==> src/rtl/alu_pkg.sv <==
// ALU control codes and default widths shared by the ALU, its callers and the
// ALU-sharing arbiter.
package alu_pkg;

  localparam int DATA_W_DEF = 32;
  localparam int OP_W_DEF   = 4;

  localparam logic [3:0] CMD_NOP  = 4'b0000;
  localparam logic [3:0] CMD_ADD  = 4'b0001;
  localparam logic [3:0] CMD_SUB  = 4'b0010;
  localparam logic [3:0] CMD_AND  = 4'b0011;
  localparam logic [3:0] CMD_OR   = 4'b0100;
  localparam logic [3:0] CMD_XOR  = 4'b0101;
  localparam logic [3:0] CMD_SLL  = 4'b0110;
  localparam logic [3:0] CMD_SRL  = 4'b0111;
  localparam logic [3:0] CMD_SRA  = 4'b1000;
  localparam logic [3:0] CMD_SLT  = 4'b1001;
  localparam logic [3:0] CMD_SLTU = 4'b1010;

  // Index width for a pool of n requesters; never narrower than one bit.
  function automatic int idx_width(input int n);
    return (n <= 2) ? 1 : $clog2(n);
  endfunction

endpackage

==> src/rtl/alu_share_arbiter_rr_grant.sv <==
// Combinational round-robin grant: picks the first asserted request at or
// after ptr_i, wrapping modulo N.
module rr_grant #(
  parameter int N     = 2,
  parameter int IDX_W = 1
) (
  input  logic [N-1:0]     req_i,
  input  logic [IDX_W-1:0] ptr_i,
  input  logic             en_i,
  output logic [N-1:0]     grant_o,
  output logic [IDX_W-1:0] grant_idx_o,
  output logic             grant_any_o
);

  logic             found;
  logic [IDX_W:0]   idx_v;

  always_comb begin
    grant_o     = '0;
    grant_idx_o = '0;
    found       = 1'b0;
    idx_v       = '0;
    if (en_i) begin
      for (int k = 0; k < N; k++) begin
        // ptr_i < N and k < N, so one conditional subtract is a full modulo.
        idx_v = {1'b0, ptr_i} + (IDX_W + 1)'(k);
        if (idx_v >= (IDX_W + 1)'(N)) begin
          idx_v = idx_v - (IDX_W + 1)'(N);
        end
        if (!found && req_i[idx_v[IDX_W-1:0]]) begin
          found                        = 1'b1;
          grant_o[idx_v[IDX_W-1:0]]    = 1'b1;
          grant_idx_o                  = idx_v[IDX_W-1:0];
        end
      end
    end
    grant_any_o = found;
  end

endmodule

==> src/rtl/alu_share_arbiter.sv <==
// Shares one combinational ALU among NUM_REQ requesters with round-robin
// grants and a one-entry registered, id-tagged response.
module alu_share_arbiter
  import alu_pkg::*;
#(
  parameter int NUM_REQ = 2,
  parameter int DATA_W  = DATA_W_DEF,
  parameter int OP_W    = OP_W_DEF,
  parameter int ID_W    = 1
) (
  input  logic                      clk,
  input  logic                      rst,
  input  logic [NUM_REQ-1:0]        req_valid,
  output logic [NUM_REQ-1:0]        req_ready,
  input  logic [NUM_REQ*DATA_W-1:0] req_op1,
  input  logic [NUM_REQ*DATA_W-1:0] req_op2,
  input  logic [NUM_REQ*OP_W-1:0]   req_ctrl,
  output logic [DATA_W-1:0]         alu_a,
  output logic [DATA_W-1:0]         alu_b,
  output logic [OP_W-1:0]           alu_ctrl,
  input  logic [DATA_W-1:0]         alu_result,
  output logic                      rsp_valid,
  input  logic                      rsp_ready,
  output logic [ID_W-1:0]           rsp_id,
  output logic [DATA_W-1:0]         rsp_data
);

  localparam int PTR_W = idx_width(NUM_REQ);

  logic [PTR_W-1:0]  rr_ptr_q, rr_ptr_d;
  logic              rsp_valid_q, rsp_valid_d;
  logic [ID_W-1:0]   rsp_id_q, rsp_id_d;
  logic [DATA_W-1:0] rsp_data_q, rsp_data_d;

  logic               can_issue;
  logic [NUM_REQ-1:0] grant_vec;
  logic [PTR_W-1:0]   grant_idx;
  logic               grant_any;

  logic [DATA_W-1:0] op1_arr  [NUM_REQ];
  logic [DATA_W-1:0] op2_arr  [NUM_REQ];
  logic [OP_W-1:0]   ctrl_arr [NUM_REQ];

  genvar gi;
  generate
    for (gi = 0; gi < NUM_REQ; gi++) begin : g_unpack
      assign op1_arr[gi]  = req_op1[gi*DATA_W +: DATA_W];
      assign op2_arr[gi]  = req_op2[gi*DATA_W +: DATA_W];
      assign ctrl_arr[gi] = req_ctrl[gi*OP_W +: OP_W];
    end
  endgenerate

  // The output register is free, or is being drained in this same cycle.
  assign can_issue = !rsp_valid_q || rsp_ready;

  rr_grant #(
    .N     (NUM_REQ),
    .IDX_W (PTR_W)
  ) u_rr_grant (
    .req_i       (req_valid),
    .ptr_i       (rr_ptr_q),
    .en_i        (can_issue),
    .grant_o     (grant_vec),
    .grant_idx_o (grant_idx),
    .grant_any_o (grant_any)
  );

  assign req_ready = grant_vec;

  always_comb begin
    alu_a    = '0;
    alu_b    = '0;
    alu_ctrl = '0;
    if (grant_any) begin
      alu_a    = op1_arr[grant_idx];
      alu_b    = op2_arr[grant_idx];
      alu_ctrl = ctrl_arr[grant_idx];
    end
  end

  always_comb begin
    rr_ptr_d    = rr_ptr_q;
    rsp_valid_d = rsp_valid_q;
    rsp_id_d    = rsp_id_q;
    rsp_data_d  = rsp_data_q;
    if (grant_any) begin
      // A grant while draining simply overwrites, giving one op per cycle.
      rsp_valid_d = 1'b1;
      rsp_id_d    = ID_W'(grant_idx);
      rsp_data_d  = alu_result;
      rr_ptr_d    = (grant_idx == PTR_W'(NUM_REQ - 1)) ? '0 : grant_idx + 1'b1;
    end else if (rsp_valid_q && rsp_ready) begin
      rsp_valid_d = 1'b0;
    end
  end

  always_ff @(posedge clk) begin
    if (rst) begin
      rr_ptr_q    <= '0;
      rsp_valid_q <= 1'b0;
      rsp_id_q    <= '0;
      rsp_data_q  <= '0;
    end else begin
      rr_ptr_q    <= rr_ptr_d;
      rsp_valid_q <= rsp_valid_d;
      rsp_id_q    <= rsp_id_d;
      rsp_data_q  <= rsp_data_d;
    end
  end

  assign rsp_valid = rsp_valid_q;
  assign rsp_id    = rsp_id_q;
  assign rsp_data  = rsp_data_q;

endmodule

==> config.mk <==
export PLATFORM = sky130hd
export DESIGN_NAME = alu_share_arbiter
export DESIGN_NICKNAME = d
export VERILOG_FILES = /design/src/rtl/alu_pkg.sv /design/src/rtl/alu_share_arbiter_rr_grant.sv /design/src/rtl/alu_share_arbiter.sv
export SDC_FILE = /design/constraint.sdc
export NUM_CORES = 1
export LEC_CHECK = 0
export BUFFER_PORTS_ARGS = -buffer_cell sky130_fd_sc_hd__buf_4
export CORE_AREA = 2 2 107 109
export DETAILED_ROUTE_END_ITERATION = 16
export DIE_AREA = 0 0 109 111
export PLACE_DENSITY = 0.52
export SYNTH_ARGS = -nofsm -noshare
export SYNTH_HDL_FRONTEND = slang
export SYNTH_SLANG_ARGS = --single-unit
==> constraint.sdc <==
create_clock -name clk -period 3.85 [get_ports clk]
set_clock_uncertainty 0.05 [all_clocks]
set_input_delay 0.385 -clock clk [delete_from_list [all_inputs] [get_ports clk]]
set_output_delay 0.385 -clock clk [all_outputs]
set_load 0.01 [all_outputs]
======== After elaboration in Yosys (flattened, before gate mapping) ========
Cells that the tools add are included.
operators by class
  $add $sub $neg .......................... 4
  $lt $le $gt $ge ......................... 7
  mux-type cells .......................... 38
  bitwise logic cells ..................... 2
  reductions and logical operators ........ 8
operators by type and width
  cell                                                               number
  two-way mux 32 bit                                                 8
  two-way mux 1 bit                                                  20
  two-way mux 4 bit                                                  4
  two-way mux 2 bit                                                  4
  greater-or-equal comparator 2 bit, second input constant           2
  logical AND 1 bit                                                  4
  less-than comparator 1 x 2 -> 1 bit, second input constant         2
  adder 1 x 1 -> 2 bit, second input constant                        1
  demux 1 bit (select 1 bit)                                         2
  greater-or-equal comparator 1 bit, second input constant           2
  greater-or-equal comparator 1 x 2 -> 1 bit, second input constant  1
  logical NOT 1 bit                                                  2
  NOT 1 -> 2 bit                                                     1
  OR 2 bit                                                           1
  nonzero test 2 bit                                                 1
  subtractor 1 bit, second input constant                            2
  adder 1 bit, second input constant                                 1
  logical OR 1 bit                                                   1
storage, ports and cells
  flip-flop bits (word level) ............. 35
  input bits .............................. 173
  output and inout bits ................... 104
  word-level logic and storage cells ...... 63

======== Longest topological paths before layout ========
  depth after elaboration ................. 16
  gate-level depth with buffers ........... 7
  depth with buffers taken out ............ 4

======== Hierarchy ========
From an unflattened synthesis, not the netlist that was laid out.
unflattened totals
  cell total of the unflattened synthesis .. 273
  area total of the unflattened synthesis .. 2352.3 um2
by module, submodules not included
  module             instances  cells an instance  area each (um2)  seq. area each (um2)
  alu_share_arbiter  1          266                2318.5           700.7
  rr_grant           1          7                  33.8             0.0

======== Least setup slack after synthesis ========
Ideal clock, no wire load.
  kind .................................... in2out
  from .................................... input port rsp_ready
  to ...................................... output port alu_a[28]
  data arrival time ....................... 1.272 ns
  data required time ...................... 3.415 ns
  path slack .............................. 2.143 ns
  stages on the path ...................... 7
  buffers on the path ..................... 3
  cells stage by stage .................... nand2b_1 buf_6 nand3_2 inv_2 buf_6 buf_6 a22o_1
between the ends
  longest elaborated chain between the ends .. 7
  elaborated cells between the ends (all ways) .. 8
  classes of those cells .................. mux: 6; bitwise: 1; reduce/logical: 1
ends and longest elaborated chain
  what                                                    RTL line                          RTL
  from (decl)                                             alu_share_arbiter.sv:23           input logic rsp_ready,
  logical OR 1 bit (*)                                    alu_share_arbiter.sv:54           assign can_issue = !rsp_valid_q || rsp_ready;
  two-way mux 1 bit                                       alu_share_arbiter_rr_grant.sv:23  if (en_i) begin
  NOT 1 -> 2 bit (not written as such)                    alu_share_arbiter.sv:75           alu_a = op1_arr[grant_idx];
  two-way mux 32 bit (not written as such) (3 in series)  alu_share_arbiter.sv:75
  two-way mux 32 bit (*)                                  alu_share_arbiter.sv:74           if (grant_any) begin
  to (decl)                                               alu_share_arbiter.sv:18           output logic [DATA_W-1:0] alu_a,
Mark *: on every way between the ends. The rest lies on a longest branch, timed or not. The select of a mux whose other input is x is not followed.

======== Final worst setup path ========
  from .................................... register rr_ptr_q
  to ...................................... output port alu_b[6]
between the ends
  longest elaborated chain between the ends .. 16
  elaborated cells between the ends (all ways) .. 27
  classes of those cells .................. add/sub: 3; order compare: 2; mux: 19; bitwise: 1; reduce/logical: 2
ends and longest elaborated chain
  what                                                                                   RTL line                                                            RTL
  from (decl)                                                                            alu_share_arbiter.sv:30                                             logic [PTR_W-1:0] rr_ptr_q, rr_ptr_d;
  from (signal assigned)                                                                 alu_share_arbiter.sv:104                                            rr_ptr_q <= rr_ptr_d;
  greater-or-equal comparator 1 x 2 -> 1 bit / subtractor 1 bit (equally long branches)  alu_share_arbiter_rr_grant.sv:27, alu_share_arbiter_rr_grant.sv:28
  two-way mux 1 bit                                                                      alu_share_arbiter_rr_grant.sv:27                                    if (idx_v >= (IDX_W + 1)'(N)) begin
  two-way mux 1 bit                                                                      alu_share_arbiter_rr_grant.sv:23
  two-way mux 1 bit (not written as such) (2 in series)                                  alu_share_arbiter_rr_grant.sv:30                                    if (!found && req_i[idx_v[IDX_W-1:0]]) begin
  two-way mux 1 bit                                                                      alu_share_arbiter_rr_grant.sv:30
  two-way mux 1 bit                                                                      alu_share_arbiter_rr_grant.sv:23
  logical NOT 1 bit                                                                      alu_share_arbiter_rr_grant.sv:30
  logical AND 1 bit                                                                      alu_share_arbiter_rr_grant.sv:30
  two-way mux 1 bit                                                                      alu_share_arbiter_rr_grant.sv:30
  two-way mux 1 bit                                                                      alu_share_arbiter_rr_grant.sv:23
  NOT 1 -> 2 bit (not written as such)                                                   alu_share_arbiter.sv:76                                             alu_b = op2_arr[grant_idx];
  two-way mux 32 bit (not written as such) (3 in series)                                 alu_share_arbiter.sv:76
  two-way mux 32 bit (*)                                                                 alu_share_arbiter.sv:74
  to (decl)                                                                              alu_share_arbiter.sv:19                                             output logic [DATA_W-1:0] alu_b,
Marks and branches as above.

==> out/qor.csv <==
stage,metric,value,unit
logic_synthesis,compound-gate portion of the synthesized area,44.8,%
timing,Final Hold Viols,0,
grt,met2 Usage GRT,29.8,%
timing,Final Critical Period,2.57,ns
worst_setup_path,critical path required time,3.41,ns
worst_setup_path,Startpoint Class,flip-flop,
worst_setup_path,Setup CP Type,reg -> out,
power,leakage power,2.20,nW
detailed_routing,drt first pass iters,4,
detailed_routing,Iter 0 DRT Violations,188,
logic_synthesis,largest family of logic cells by synthesized area,compound AO/OA/AOI/OAI gates,
logic_synthesis,multiplexer share of the synthesized area,0,%
final_layout,filler cell count,1126,
timing,TNS Setup,0,ns
grt,total grt overflow,0,
worst_setup_path,reg2reg start,rsp_valid,
logic_synthesis,Synth Area in XOR/XNOR,0,%
grt,antenna violations before repair,1,
logic_synthesis,mapped cell area,0.00212,mm²
detailed_routing,drt wl/cell,18.2,µm
worst_setup_path,Setup crit start,rr_ptr_q,
worst_setup_path,Worst Path Max Fanout,34,
logic_synthesis,Yosys cell types,20,
clock_tree,post_cts resized,0,
detailed_routing,via/cell ratio,4.75,
floorplan,chip height,111,µm
grt,Most Crowded Layer GR,met2,
clock_tree,"CTS clk-pin slew, worst paths",0.05,ns
timing,Slew HR,27.6,%
timing,final setup vio count,0,
floorplan,num rows,39,
final_layout,nets,675,
grt,first-pass GRT wire length,17.2,mm
min_path,min-delay src,alu_result[13],
floorplan,Core Area,0.0111,mm²
status,status,"finished, final reports clean",
clock_tree,H-tree levels,2,
logic_synthesis,synth warn,0,
timing,RSZ-0062 raised after global routing,false,
detailed_routing,drt total wl,11.8,mm
worst_setup_path,"Critical Path, Cell by Cell",a21bo_2 > nor2_4 > buf_4 > a22o_1 > buf_4,
clock_tree,"Clk Latency, worst-skew pair",0.27,ns
logic_synthesis,Synth Register Bits,35,
clock_tree,CTS Hold Buffers Added,0,
final_layout,Synth-to-Final Area Change,108,%
final_layout,"commonest non-fill, non-tap cells in the layout","buf_4 (282), a22o_1 (68), dfxtp_1 (35)",
final_layout,share of cells above drive strength 1,58.6,%
grt,GRT Resource Usage Total,18.5,%
detailed_routing,Post-route DRC,0,
detailed_routing,ANT nets after route,0,
logic_synthesis,syn nets,419,
floorplan,Initial Utilization,19.2,%
floorplan,die area,0.0121,mm²
job,max_cap viols,0,
logic_synthesis,Mapped Cells,246,
floorplan,io pins,277,
grt,vias in the first global route,3062,
detailed_routing,Via Count,3072,
placed_design,GPL Wtd Cong,0.995,
logic_synthesis,synthesized-area fraction occupied by adder cells,0,%
worst_setup_path,crit path DAT,2.13,ns
power,peak supply drop,0.272,mV
power,Tot Pwr,1.34,mW
timing,worst-margin pin slew,1.08,ns
logic_synthesis,Yosys top cell area share,33.0,%
timing,fmax,0.389,GHz
grt,met3 Use GR,4.76,%
clock_tree,CTS sink cnt,35,
floorplan,Die X,109,µm
logic_synthesis,synth top area cells,"dfxtp_1 (33%), a22o_1 (28%), nand3b_1 (11%), a21oi_1 (8.0%), o21ai_0 (7.5%)",
clock_tree,CTS tree,done,
power,Cell Pwr Density,303,mW/mm²
worst_setup_path,"slowest stage delay, CP",0.58,ns
logic_synthesis,Synth Area in Simple Gates,13.9,%
worst_setup_path,crit path max-delay cell type,nor2_4,
timing,Final Cycle Share,66.7,%
final_layout,"most common cell after layout, fill and taps aside",buf_4,
timing,Max Slew Vio Count,0,
clock_tree,Inserted Clock Buffers,5,
worst_setup_path,critical path capture point type,primary output,
placed_design,Detailed Place HPWL,9.44,mm
clock_tree,clk buf depth,2,
grt,pin count of the biggest net entering global routing,68,
grt,met1 GRT Util,24.2,%
clock_tree,clk root buf,clkbuf_16,
min_path,hold crit path type,in -> reg,
worst_setup_path,Most common cell on crit path,buf_4,
logic_synthesis,Syn Area/Cell,8.63,µm²
clock_tree,setup bufs post-CTS,0,
logic_synthesis,register area share after synthesis,33.0,%
logic_synthesis,post-synth top area cell,dfxtp_1,
placed_design,Port Buffer Count,276,
routing by layer:
metal	wire length, µm	share of wire, %
met5	0	0
met4	205	1.7
met3	1090	9.3
met2	5550	47
met1	4950	42
cell type report:
class,count,area (µm²),share of cell area (%)
repair buffers,282,2120,48.0
multi-input cells,177,1250,28.4
flip-flops and latches,35,701,15.9
well taps,143,179,4.05
clock buffers,8,156,3.54
inverters,1,3.75,0.0851
diodes,1,2.50,0.0567
sequential cells by signal, indices dropped and copies added (netlist names):
| register | count |
|---|---|
| rr_ptr_q | 1 |
| rsp_data | 32 |
| rsp_id | 1 |
| rsp_valid | 1 |
path summary, 6_finish.rpt:
kind | end | slack (ns) | cells past startpoint
worst max-delay path | alu_b[6] | 1.28 | 5
worst min-delay path | rsp_data[13] | 0.34 | 3
worst max register to register | rsp_data[15] | 2.45 | 4
worst min register to register | rsp_data[11] | 0.42 | 2
kinds of logic (layout without fill, tap and decap cells):
kind of cell,Yosys count,after routing
flops,35,35
simple gates,40,40
compound gates,137,137
other cells,0,1
buf+inv,34,291
report_power, final:
group,internal [mW],leakage (nW),switching (mW),total (mW)
Combinational,0.297,1.83,0.219,0.517
Sequential,0.388,0.290,0.0118,0.400
Clock,0.275,0.0772,0.145,0.420
cell usage after synthesis:
library cell / instances
dfxtp_1: 35
inv_2: 1
nor2_4: 1
nand3b_1: 32
buf_6: 3
nand3_2: 1
a22o_1: 68
clkbuf_1: 11
buf_4: 3
buf_1: 3
o32ai_1: 1
a21oi_1: 34
o21ai_0: 32
nor2b_1: 1
buf_2: 11
clkbuf_2: 2
o21ai_1: 1
a21bo_2: 1
nand2b_1: 3
nor2_1: 2
per-stage QoR:
stage	setup slack, ns	util [%]	instances	hold WS (ns)	area [µm²]
floorplan	2.14	-	246	0.411	2120
global placement	1.37	38.4	638	0.412	4250
detailed placement	1.32	38.4	638	0.417	4250
CTS	1.25	39.8	646	0.330	4410
global route	1.12	39.8	647	0.327	4410
finish	1.28	39.8	647	0.336	4410
critical path: cells and delay by family, from the launching register on:
kind,cells,cell delay (ns)
simple gates,1,0.58
buf+inv,2,0.53
compound gates,2,0.42
flops,1,0.31
No activity file was read; power rests on OpenSTA's default activity.
